<file path="config.mk">
export PLATFORM = sky130hd
export DESIGN_NAME = game_state_reader
export DESIGN_NICKNAME = d
export VERILOG_FILES = /design/src/rtl/game_pkg.sv /design/src/rtl/cell_index_counter.sv /design/src/rtl/game_state_reader.sv
export SDC_FILE = /design/constraint.sdc
export NUM_CORES = 1
export LEC_CHECK = 0
export CORE_ASPECT_RATIO = 1.4
export CORE_UTILIZATION = 68
export DETAILED_ROUTE_END_ITERATION = 16
export DONT_BUFFER_PORTS = 1
export GPL_TIMING_DRIVEN = 0
export PLACE_DENSITY = 0.93
export SYNTH_ARGS = -nofsm -noshare
export SYNTH_HDL_FRONTEND = slang
export SYNTH_HIERARCHICAL = 1
export SYNTH_SLANG_ARGS = --single-unit
</file>
<file path="constraint.sdc">
create_clock -name clk -period 4.7 [get_ports clk]
set_clock_uncertainty 0.1 [all_clocks]
set_input_delay 0.94 -clock clk [delete_from_list [all_inputs] [get_ports clk]]
set_output_delay 0.94 -clock clk [all_outputs]
set_load 0.05 [all_outputs]
</file>
<file path="src/rtl/game_pkg.sv">
// Shared Sokoban game-state definitions: board geometry defaults, tile codes and
// the state-reader FSM encoding.
package game_pkg;

  localparam int unsigned GameW  = 8;
  localparam int unsigned GameH  = 8;
  localparam int unsigned GameTB = 2;
  localparam int unsigned GameXW = $clog2(GameW);
  localparam int unsigned GameYW = $clog2(GameH);
  localparam int unsigned GameN  = GameW * GameH * GameTB + GameXW + GameYW;

  localparam logic [1:0] TILE_FLOOR = 2'b00;
  localparam logic [1:0] TILE_WALL  = 2'b01;
  localparam logic [1:0] TILE_BOX   = 2'b10;
  localparam logic [1:0] TILE_GOAL  = 2'b11;

  typedef enum logic [1:0] {
    StIdle,
    StSnap,
    StStream,
    StDone
  } reader_state_e;

endpackage

</file>
<file path="src/rtl/cell_index_counter.sv">
// Raster-order cell index with clear/enable, last-cell flag and x/y split.
module cell_index_counter #(
  parameter int unsigned XW = 3,
  parameter int unsigned YW = 3
) (
  input  logic             clk_i,
  input  logic             rst_i,
  input  logic             clr_i,
  input  logic             en_i,
  output logic             last_o,
  output logic [XW+YW-1:0] idx_o,
  output logic [XW+YW-1:0] idx_next_o,
  output logic [XW-1:0]    x_o,
  output logic [YW-1:0]    y_o
);

  logic [XW+YW-1:0] idx_q, idx_d;

  assign idx_next_o = idx_q + 1'b1;
  // Board dimensions are powers of two, so the last cell is the all-ones index.
  assign last_o     = &idx_q;
  assign idx_o      = idx_q;
  assign x_o        = idx_q[XW-1:0];
  assign y_o        = idx_q[XW+YW-1:XW];

  always_comb begin
    idx_d = idx_q;
    if (clr_i) begin
      idx_d = '0;
    end else if (en_i) begin
      idx_d = idx_next_o;
    end
  end

  always_ff @(posedge clk_i) begin
    if (rst_i) begin
      idx_q <= '0;
    end else begin
      idx_q <= idx_d;
    end
  end

endmodule

</file>
<file path="src/rtl/game_state_reader.sv">
// Snapshots the packed Sokoban state on request and streams it one cell per
// valid/ready transfer in raster order, reporting the box count at the end.
module game_state_reader
  import game_pkg::*;
#(
  parameter int unsigned W  = GameW,
  parameter int unsigned H  = GameH,
  parameter int unsigned XW = $clog2(W),
  parameter int unsigned YW = $clog2(H),
  parameter int unsigned TB = GameTB,
  parameter int unsigned N  = W * H * TB + XW + YW,
  parameter int unsigned CW = $clog2(W * H) + 1
) (
  input  logic          clk,
  input  logic          r,
  input  logic          start,
  input  logic [N-1:0]  state,
  output logic          busy,
  output logic          cell_valid,
  input  logic          cell_ready,
  output logic [XW-1:0] cell_x,
  output logic [YW-1:0] cell_y,
  output logic [TB-1:0] cell_tile,
  output logic          cell_player,
  output logic          done,
  output logic [CW-1:0] box_count
);

  localparam int unsigned IW     = XW + YW;
  localparam int unsigned PosLsb = W * H * TB;

  reader_state_e state_q, state_d;
  logic [N-1:0]  snap_q, snap_d;
  logic [TB-1:0] tile_q, tile_d;
  logic          player_q, player_d;
  logic          valid_q, valid_d;
  logic [CW-1:0] run_q, run_d;
  logic [CW-1:0] box_q, box_d;

  logic          cnt_clr, cnt_en, last;
  logic [IW-1:0] idx, idx_next;
  logic [IW-1:0] ppos;
  logic          xfer, box_hit;

  cell_index_counter #(
    .XW (XW),
    .YW (YW)
  ) u_index (
    .clk_i      (clk),
    .rst_i      (r),
    .clr_i      (cnt_clr),
    .en_i       (cnt_en),
    .last_o     (last),
    .idx_o      (idx),
    .idx_next_o (idx_next),
    .x_o        (cell_x),
    .y_o        (cell_y)
  );

  // The index is {y, x}, which matches the packed {py, px} player field.
  assign ppos    = snap_q[PosLsb +: IW];
  assign xfer    = valid_q & cell_ready;
  assign box_hit = (tile_q == TB'(TILE_BOX));

  always_comb begin
    state_d  = state_q;
    snap_d   = snap_q;
    tile_d   = tile_q;
    player_d = player_q;
    valid_d  = valid_q;
    run_d    = run_q;
    box_d    = box_q;
    cnt_clr  = 1'b0;
    cnt_en   = 1'b0;
    unique case (state_q)
      StIdle: begin
        if (start) begin
          state_d = StSnap;
          snap_d  = state;
          run_d   = '0;
          box_d   = '0;
          cnt_clr = 1'b1;
        end
      end
      StSnap: begin
        state_d  = StStream;
        tile_d   = snap_q[TB-1:0];
        player_d = (ppos == idx);
      end
      StStream: begin
        // First STREAM cycle only raises valid; cell 0 was loaded in SNAP.
        if (!valid_q) begin
          valid_d = 1'b1;
        end else if (xfer) begin
          run_d = run_q + CW'(box_hit);
          if (last) begin
            valid_d = 1'b0;
            box_d   = run_q + CW'(box_hit);
            state_d = StDone;
          end else begin
            cnt_en   = 1'b1;
            tile_d   = snap_q[TB*idx_next +: TB];
            player_d = (ppos == idx_next);
          end
        end
      end
      StDone: begin
        state_d = StIdle;
      end
      default: begin
        state_d = StIdle;
      end
    endcase
  end

  always_ff @(posedge clk) begin
    if (r) begin
      state_q  <= StIdle;
      snap_q   <= '0;
      tile_q   <= '0;
      player_q <= 1'b0;
      valid_q  <= 1'b0;
      run_q    <= '0;
      box_q    <= '0;
    end else begin
      state_q  <= state_d;
      snap_q   <= snap_d;
      tile_q   <= tile_d;
      player_q <= player_d;
      valid_q  <= valid_d;
      run_q    <= run_d;
      box_q    <= box_d;
    end
  end

  assign busy        = (state_q != StIdle);
  assign done        = (state_q == StDone);
  assign cell_valid  = valid_q;
  assign cell_tile   = tile_q;
  assign cell_player = player_q;
  assign box_count   = box_q;

endmodule
</file>
==> results.md, run 1 <==
* Status: complete, no violations
* CTS Hold Buffers Added at 0
* Sequential area share after synthesis at 0.453
* Fmax at between 300 and 400 MHz
* Global-route wire length before repair at a little under 30,000 µm
* Post-synth ARST share at 0
* Initial antenna violation count at 0
* Vias at 6,171
* Max cap viols at 0
* CTS sink count at 160
* Multi-input logic area at 3540 µm²
* Core area at 10,000 µm²
* Initial DRC count at approximately 520
* Slew headroom at 0.391
* Worst setup startpoint: u_index/idx_o[0]
* RD Place Congestion at 0.881
* Antenna Cells at 0
* WP data required at 4.90 ns
* Reg area at 3200 µm²
* Vias per cell at 6.23
* Post-synthesis mux area share at 0.155
* CP Class: reg -> reg
* CTS tree: yes
* Nets at around 990
* Cell Pwr Density at 531 nW/µm²
* I/O pin cnt at ~160
* PortBufs at 0
* Pre-CTS setup slack at 1.58 ns
* Clock buffer depth at 2
* CP Capture Type: flip-flop
* Die X-Extent at approximately 88 µm
* Slowest stage delay, CP at 0.49 ns
* Worst hold start: snap_q[81]
* Post-Layout Cell Count at 991
* Total Neg Setup Slack at 0 ns
* Static Leak at 0.00283 µW
* DP HPWL at about 13,000 µm
* Post-Synth XOR/XNOR Area at 0.0186
* Pin count of the biggest net entering global routing at 17
* R2R Path Start: u_index/idx_o[0]
* Setup violators final at 0
* Post-Synth Adder-Cell Area at 0.0142
* Clock latency at the later pin of the worst-skew pair at 0.43 ns
* Post-CTS Setup Bufs at 0
* Setup WS post-layout at around 1.5 ns
* CTS-repair resized insts at 0
* Post-Synth Simple-Gate Area at 0.186
* Min cycle time layout at 3.20 ns
* Fillers at 680
* Starting utilization of the core area at 0.707
* Core Util, Final at 0.783
* Biggest area consumer among synthesized cells: dfxtp_1
* Max VDD drop at 348 µV
* Inst Count DP at 959
* Residual DRC at 0
* Num rows at 43
* CP max-delay cell: dfxtp_1
* Initial DRT Pass Iterations at 5
* Cells after Synth at 824
* Synth cell types at 41
* Tightest Pin Transition at 0.907 ns
* H-tree depth at 4
* Vias in the first global route at 6,216
* Clk slew on worst S/H paths at 0.06 ns
* Slew Viols, Final at 0
* Die ar. at 10,800 µm²
* Area Growth Syn to Fin at 10.8%
* Final wirelength at 18,600 µm
* Type of the tightest min-delay check: reg -> reg
* Routed length per instance at ~19 µm
* Antenna Nets Post-Route at 0
* Crit Path Max Fanout at 10
* Root Driver: clkbuf_16
* Die Y at 123 µm
* Post-Syn Area at 7070 µm²
* Synth top area share at 0.453
* Main combinational cell family by area after synthesis: simple AND/OR/NAND/NOR gates
* CTS Buf Count at 17
* Yosys warns at 6
* Total global routing overflow at 0
* RSZ-0062 raised after global routing: no
* #FFs+latches synth at 160
* Layout cells sized above 1 at 0.0958
* EDFF count, synth at 0
* Predominant post-synthesis flop cell: dfxtp_1
* Type of origin of the critical path: flip-flop
* Crit path DAT at 3.40 ns
* Part of the cycle the worst path needs at 0.681
* Post-synthesis net count at 970
* All-layer global routing usage at 0.357
* Area contributors post-synth: dfxtp_1, nand2_1, mux4_2
* Final hold vios at 0
* Compound-Gate Fraction of Synth Area at 0.127
* CP cell instances: ha_1, xor2_1, buf_2, buf_2, mux4_2, mux2i_1, mux4_2, o21ai_0
* Syn Area/Cell at 8.58 µm²
==> power by group <==
part	internal, µW	switching, µW	total, µW
registers	1560	157	1720
logic	360	708	1070
clock network	811	558	1370
==> area by class of cell <==
| type | count | share of cell area |
|---|---|---|
| Buffer | 66 | 0.0372 |
| Clock buffer | 20 | 0.0583 |
| Multi-Input combinational cell | 589 | 0.452 |
| Tap cell | 135 | 0.0216 |
| Inverter | 9 | 0.00431 |
| Clock inverter | 12 | 0.0172 |
| Sequential cell | 160 | 0.409 |
==> Yosys cell counts, types with 3 or more instances <==
cell type	number
buf_2	4
mux4_1	3
mux2i_1	26
nand2_1	280
ha_1	8
o21ai_0	7
inv_1	8
or3_1	4
buf_4	8
a32oi_1	4
nand3_1	8
nor2_1	23
mux4_2	33
xor2_1	5
xnor2_1	10
dfxtp_1	160
o2111ai_1	3
buf_1	4
a21oi_1	147
nor3_1	5
nor2b_1	3
clkbuf_1	48
==> cells by family after synthesis <==
kind of cell,Yosys count
buffers and inverters,75
XOR/XNOR,15
multiplexers,63
flip-flops,160
adder cells (fa/ha/maj),8
AO/OA/AOI/OAI,170
AND/OR/NAND/NOR,333
==> through the flow <==
stage / power [µW] / cell area, µm² / hold WS (ns)
2_1_floorplan: 2510 / 7070 / 0.332
3_3_place_gp: 2710 / 7240 / 0.339
3_5_place_dp: 2790 / 7240 / 0.344
4_1_cts: 4140 / 7830 / 0.353
5_1_grt: 4350 / 7830 / 0.375
6_report: 4160 / 7830 / 0.353
==> flip-flops by register name, summed over array words and instances, names as in the netlist <==
register / flops
u_index/idx_o: 6
snap_q: 134
box_count: 7
cell_tile: 2
cell_valid: 1
cell_player: 1
state_q: 2
run_q: 7
==> placed cells by master (no fill, tap or decap), types with 5 or more instances in the layout <==
cell         n
nand2_1    280
dfxtp_1    160
a21oi_1    147
clkbuf_1    49
mux4_2      33
mux2i_1     26
nor2_1      23
clkbuf_16   17
xnor2_1     10
inv_1        8
buf_4        8
nand3_1      8
ha_1         8
o21ai_0      7
nor3_1       5
xor2_1       5
==> routing by layer <==
metal  vias up  wire, µm  GRT usage  share of wire
li1       2835         -          -              -
met1      2928      6510      0.379           0.35
met2       329      9680      0.612           0.52
met3        79      1530      0.102          0.082
met4         0       876      0.227          0.047
met5         -         0          0              0
==> critical path, delay by kind of cell (launching register included) <==
family          cells  cell delay, ns
xor+xnor            1            0.37
buf+inv             2            0.82
fa+ha+maj           1            0.30
mux                 3            0.92
flops               1            0.49
compound gates      1            0.07
==> worst paths after layout <==
kind | end | slack (ns) | cells past startpoint
setup / recovery | cell_tile[1] | 1.50 | 8
hold / removal | snap_q[81] | 0.35 | 2
setup reg to reg | cell_tile[1] | 1.50 | 8
hold reg to reg | snap_q[81] | 0.35 | 2
No activity file was read; power rests on OpenSTA's default activity.
==> inputs of run 2 (changes only) <==
--- a/config.mk
+++ b/config.mk
@@ -6,11 +6,11 @@
 export NUM_CORES = 1
 export LEC_CHECK = 0
 export CORE_ASPECT_RATIO = 1.4
-export CORE_UTILIZATION = 68
+export CORE_UTILIZATION = 63
 export DETAILED_ROUTE_END_ITERATION = 16
 export DONT_BUFFER_PORTS = 1
 export GPL_TIMING_DRIVEN = 0
-export PLACE_DENSITY = 0.93
+export PLACE_DENSITY = 0.88
 export SYNTH_ARGS = -nofsm -noshare
 export SYNTH_HDL_FRONTEND = slang
 export SYNTH_HIERARCHICAL = 1
==> constraint.sdc (replaced) <==
create_clock -name clk -period 3.06 [get_ports clk]
set_clock_uncertainty 0.1 [all_clocks]
set_input_delay 0.612 -clock clk [delete_from_list [all_inputs] [get_ports clk]]
set_output_delay 0.612 -clock clk [all_outputs]
set_load 0.05 [all_outputs]
==> run 2 against run 1 <==
Critical path depth is the same. Count of clock-buffer cells in the layout grew 1. Hold slack lost 0.13 ns. Non-clock buffer count is the same. Sequential share of layout area is the same. Largest cell class unchanged. Largest power group unchanged.
==> results.md, run 2 (synthesis gave the netlist of run 1 again) <==
* Reg2Reg Setup Slack at 0.16 ns (-1.34 ns)
* Worst hold start: state[60]
* Clock buffer depth at 2 (unchanged)
* Min cycle time layout at 2.90 ns (-0.297 ns)
* Max reg flops at 134 (unchanged)
* Die X-Extent at 91.6 µm (+3.8%)
* Post-Layout Cell Count at 992 (+0.10%)
* Top reg by flops: snap_q
* Nets at 989 (unchanged)
* DP Area at 7250 µm² (+0.10%)
* Initial DRT Pass Iterations at 5 (unchanged)
* Max VDD drop at 486 µV (+40%)
* Crit path top cell by count: mux4_2
* Post-CTS Setup Bufs at 0 (unchanged)
* Final wirelength at 17,600 µm (-5.4%)
* Global-route wire length before repair at 27,400 µm (-5.0%)
* Static Leak at 0.00283 µW (about the same)
* Total global routing overflow at 0 (unchanged)
* Part of the cycle the worst path needs at 0.949 (+0.268)
* Type of the tightest min-delay check: in -> reg
* Vias in the first global route at 5,728 (-7.9%)
* Root Driver: clkbuf_16
* Final hold vios at 0 (unchanged)
* Vias per cell at 5.97 (-4.1%)
* Slew headroom at 0.489 (+0.0978)
* Post-route total power at 6310 µW (+52%)
* Cell Pwr Density at 805 nW/µm² (+52%)
* I/O pin cnt at 157 (unchanged)
* Hold depth at 2 (unchanged)
* Clk slew on worst S/H paths at 0.06 ns (about the same)
* Core area at 10,900 µm² (+8.6%)
* Worst r2r dst: cell_tile[1]
* Max cap viols at 0 (unchanged)
* CP Class: reg -> reg
* WP data required at 3.26 ns (-1.64 ns)
* Initial antenna violation count at 1 (+1)
* Pin count of the biggest net entering global routing at 17 (unchanged)
* Setup violators final at 0 (unchanged)
* Area Growth Syn to Fin at 10.8% (unchanged)
* Reg area at 3200 µm² (unchanged)
* CTS Buf Count at 17 (unchanged)
* Slew Viols, Final at 0 (unchanged)
* Design area at 7830 µm² (unchanged)
* Antenna Cells at 0 (unchanged)
* Antenna Nets Post-Route at 0 (unchanged)
* Crit path DAT at 3.11 ns (-0.29 ns)
* Hold Crit Endpoint: snap_q[60]
* R2R Path Start: u_index/idx_o[0]
* Crit Path Max Fanout at 10 (unchanged)
* CTS Hold Buffers Added at 0 (unchanged)
* RD Place Congestion at 0.884 (+0.26%)
* Status: complete, no violations
* Die ar. at 11,700 µm² (+7.8%)
* H-tree depth at 4 (unchanged)
* Commonest cells after routing, fill and taps aside: nand2_1, dfxtp_1, a21oi_1, clkbuf_1, mux4_2
* All-layer global routing usage at 0.311 (-0.0464)
* Inst Count DP at 965 (+0.63%)
* Starting utilization of the core area at 0.651 (-0.0559)
* Type of origin of the critical path: flip-flop
* CTS sink count at 160 (unchanged)
* Initial DRC count at 293 (-44%)
* CTS tree: yes
* CP max-delay cell: dfxtp_1
* Pre-CTS setup slack at -0.0679 ns (-1.65 ns)
* PortBufs at 0 (unchanged)
* Layout cells sized above 1 at 0.0952 (-0.000612)
* Fmax at 344 MHz (+10%)
* Fillers at 809 (+19%)
* Vias at 5,921 (-4.1%)
* RSZ-0062 raised after global routing: no
* Multi-input logic area at 3560 µm² (+0.35%)
* Core Util, Final at 0.721 (-0.0619)
* Slowest stage delay, CP at 0.51 ns (+0.02 ns)
* Setup WS post-layout at 0.157 ns (-1.34 ns)
* Commonest non-fill, non-tap cell in the layout: nand2_1
* Clock latency at the later pin of the worst-skew pair at 0.42 ns (about the same)
* R2R depth at 8 (unchanged)
* CP Capture Type: flip-flop
* Residual DRC at 0 (unchanged)
* Routed length per instance at 17.7 µm (-5.5%)
* Num rows at 45 (+4.7%)
* Die Y at 127 µm (+3.8%)
* CP cell instances: ha_1, xor2_2, clkbuf_4, buf_4, mux4_2, mux2i_1, mux4_2, o21ai_0
* Tightest Pin Transition at 0.762 ns (-0.146 ns)
* DP HPWL at 12,700 µm (-6.0%)
## run 2: per-layer routing
metal / track usage / routed length (µm) / vias up
met1: 0.330 / 6490 / 2790
met3: 0.0887 / 1350 / 49
met5: 0 / 13 / -
met2: 0.552 / 9090 / 247
met4: 0.169 / 645 / 2
li1: - / - / 2833
## run 2: where the power goes
group / internal, µW / switching [µW]
sequential: 2400 / 233
combinational: 555 / 1060
clock: 1260 / 792
## run 2: cell type report
type / count / area share
plain buffers: 66 / 0.0380
flip-flops and latches: 160 / 0.409
multi-input cells: 589 / 0.454
well taps: 141 / 0.0225
clock buffers: 21 / 0.0613
clock inverters: 6 / 0.0109
inverters: 9 / 0.00431
## run 2: per-stage QoR
stage	hold WS (ns)	TNS, ns
global route	0.214	0
detailed placement	0.344	-0.277
floorplan	0.332	0
CTS	0.223	0
global placement	0.338	-0.111
finish	0.223	0
## run 2: worst max-delay path by stage
stage | from | endpoint | slack (ns) | cells after the start
after floorplan | u_index/idx_o[0] | cell_tile[0] | 0.59 | 7
after global placement | u_index/idx_o[0] | cell_tile[1] | -0.05 | 8
after detailed placement | u_index/idx_o[0] | box_count[0] | -0.07 | 8
after CTS | u_index/idx_o[0] | cell_tile[1] | 0.04 | 8
after global routing | u_index/idx_o[0] | box_count[5] | 0.01 | 8
final | u_index/idx_o[0] | cell_tile[1] | 0.16 | 8
## run 2: critical path, delay by kind of cell (launching register included)
family          cells  cell delay (ns)
compound gates      1             0.06
flops               1             0.51
mux                 3             0.89
buf+inv             2             0.63
fa+ha+maj           1             0.33
xor+xnor            1             0.27
## run 2: what timing repair did
action,in CTS,in global routing
cloned,0,0
setup endpoints to repair,9,3
resized for setup,3,2
endpoints found under the hold margin,0,0
==> inputs of run 3 (changes only) <==
--- a/config.mk
+++ b/config.mk
@@ -5,12 +5,14 @@
 export SDC_FILE = /design/constraint.sdc
 export NUM_CORES = 1
 export LEC_CHECK = 0
+export ABC_AREA = 0
 export CORE_ASPECT_RATIO = 1.4
 export CORE_UTILIZATION = 63
 export DETAILED_ROUTE_END_ITERATION = 16
 export DONT_BUFFER_PORTS = 1
 export GPL_TIMING_DRIVEN = 0
 export PLACE_DENSITY = 0.88
+export SETUP_SLACK_MARGIN = 0.2
 export SYNTH_ARGS = -nofsm -noshare
 export SYNTH_HDL_FRONTEND = slang
 export SYNTH_HIERARCHICAL = 1
==> run 3 against run 2 <==
Combinational power is essentially flat. Worst setup slack gained 0.16 ns. Non-clock buffer count is the same. Wire length is essentially flat. Critical path depth is the same. Register-to-register slack gained 0.16 ns. Sequential share of layout area shrank 0.069 points. Via count is essentially flat. Utilization grew 0.15 points. Critical endpoint unchanged.
==> results.md, run 3 (synthesis gave the netlist of run 1 again) <==
* Status: complete, no violations
* Max cap viols at 0 (unchanged)
* Tightest Pin Transition at 0.771 ns (+0.00918 ns)
* Commonest non-fill, non-tap cell in the layout: nand2_1
* CP Capture Type: flip-flop
* Static Leak at 0.00283 µW (about the same)
* Initial DRC count at 274 (-6.5%)
* CTS sink count at 160 (unchanged)
* Crit Path Max Fanout at 10 (unchanged)
* Root Driver: clkbuf_16
* CTS Buf Count at 17 (unchanged)
* Crit-path leading delay family: multiplexers
* Starting utilization of the core area at 0.651 (unchanged)
* Worst Path Buf+Inv at 2 (unchanged)
* Routed length per instance at 17.7 µm (about the same)
* Clock latency at the later pin of the worst-skew pair at 0.42 ns (about the same)
* R2R depth at 8 (unchanged)
* Final wirelength at 17,600 µm (about the same)
* Max VDD drop at 485 µV (-0.23%)
* Min cycle time layout at 2.74 ns (-0.159 ns)
* Pin count of the biggest net entering global routing at 17 (unchanged)
* Die X-Extent at 91.6 µm (unchanged)
* CTS Hold Buffers Added at 0 (unchanged)
* Core Util, Final at 0.722 (+0.00150)
* Slew headroom at 0.482 (-0.00616)
* PortBufs at 0 (unchanged)
* Pre-CTS setup slack at -0.0679 ns (unchanged)
* WP data required at 3.26 ns (about the same)
* Critical Path Stages at 8 (unchanged)
* Final hold vios at 0 (unchanged)
* Die ar. at 11,700 µm² (unchanged)
* Num rows at 45 (unchanged)
* Residual DRC at 0 (unchanged)
* H-tree depth at 4 (unchanged)
* Vias per cell at 5.96 (about the same)
* Clk slew on worst S/H paths at 0.06 ns (about the same)
* RSZ-0062 raised after global routing: no
* Total global routing overflow at 0 (unchanged)
* I/O pin cnt at 157 (unchanged)
* Layout cells sized above 1 at 0.0975 (+0.00235)
* CP max-delay cell: dfxtp_1
* Antenna Nets Post-Route at 0 (unchanged)
* RD Place Congestion at 0.884 (unchanged)
* Top reg by flops: snap_q
* Antenna Cells at 0 (unchanged)
* Setup violators final at 0 (unchanged)
* Clock buffer depth at 2 (unchanged)
* Slowest stage delay, CP at 0.44 ns (-0.07 ns)
* Vias at 5,917 (-0.068%)
* Global-route wire length before repair at 27,500 µm (+0.12%)
* Cell Pwr Density at 805 nW/µm² (about the same)
* Max reg flops at 134 (unchanged)
* Hold depth at 2 (unchanged)
* CP Class: reg -> reg
* Type of origin of the critical path: flip-flop
* Part of the cycle the worst path needs at 0.897 (-0.0521)
* Post-CTS Setup Bufs at 0 (unchanged)
* Nets at 989 (unchanged)
* Initial antenna violation count at 1 (unchanged)
* Setup WS post-layout at 0.316 ns (+0.159 ns)
* Die Y at 127 µm (unchanged)
* DP HPWL at 12,700 µm (unchanged)
* All-layer global routing usage at 0.311 (about the same)
* Fillers at 809 (unchanged)
* Fmax at 364 MHz (+5.8%)
* Initial DRT Pass Iterations at 5 (unchanged)
* Slew Viols, Final at 0 (unchanged)
* Crit path DAT at 2.95 ns (-0.16 ns)
* Commonest cells after routing, fill and taps aside: nand2_1, dfxtp_1, a21oi_1, clkbuf_1, mux4_2
* Core area at 10,900 µm² (unchanged)
* Area Growth Syn to Fin at 11.0%
* CTS tree: yes
* CP cell instances: ha_2, xor2_2, buf_4, buf_4, mux4_2, mux2i_1, mux4_2, o21ai_0
* Type of the tightest min-delay check: in -> reg
* Vias in the first global route at 5,730 (+0.035%)
## run 3: cell counts in the layout (fill, tap and decap cells not counted)
Identical to the previous run, type by type.
## run 3: layout make-up
| cell class | count | area [µm²] | area share |
|---|---|---|---|
| sequential | 160 | 3200 | 0.408 |
| clock buffer | 21 | 480 | 0.0612 |
| tap | 141 | 176 | 0.0225 |
| inverter | 9 | 33.8 | 0.00430 |
| buffer | 66 | 303 | 0.0386 |
| multi-input combinational | 589 | 3570 | 0.454 |
| clock inverter | 6 | 85.1 | 0.0108 |
## run 3: metrics by stage
step / hold WS (ns) / setup TNS [ns] / cell area, µm² / power [µW] / instances
3_3_place_gp: 0.338 / -0.111 / 7250 / 4210 / 965
4_1_cts: 0.223 / 0 / 7840 / 6310 / 992
2_1_floorplan: 0.332 / 0 / 7070 / 3860 / 824
6_report: 0.222 / 0 / 7850 / 6320 / 992
5_1_grt: 0.214 / 0 / 7850 / 6650 / 992
3_5_place_dp: 0.344 / -0.277 / 7250 / 4270 / 965
## run 3: timing repair
item                       CTS  global route
gates resized for setup      6             4
setup endpoints to repair   10            10
gates cloned                 0             0
## run 3: final timing paths
kind,slack (ns),endpoint,start
worst min register to register,0.35,snap_q[36],snap_q[36]
worst max-delay path,0.32,cell_tile[1],u_index/idx_o[1]
worst max register to register,0.32,cell_tile[1],u_index/idx_o[1]
worst min-delay path,0.22,snap_q[60],state[60]
## run 3: power by group
group	internal [µW]	switching, µW	total (µW)
logic	562	1070	1630
clock network	1260	792	2050
registers	2400	233	2630
## run 3: worst reg2reg max path, delay by kind of cell (launching register included)
kind                     cells  cell delay (ns)
buffers and inverters        2             0.58
XOR/XNOR                     1             0.27
multiplexers                 3             0.90
flip-flops                   1             0.44
AO/OA/AOI/OAI                1             0.06
adder cells (fa/ha/maj)      1             0.29
## run 3: per-layer routing
metal | routed length [µm] | global-route usage | share of wire | vias to the layer above
met5 | 13 | 0 | 0.00074 | -
met2 | 8990 | 0.549 | 0.51 | 241
met4 | 798 | 0.173 | 0.045 | 2
met3 | 1260 | 0.0881 | 0.072 | 67
li1 | - | - | - | 2831
met1 | 6540 | 0.332 | 0.37 | 2776
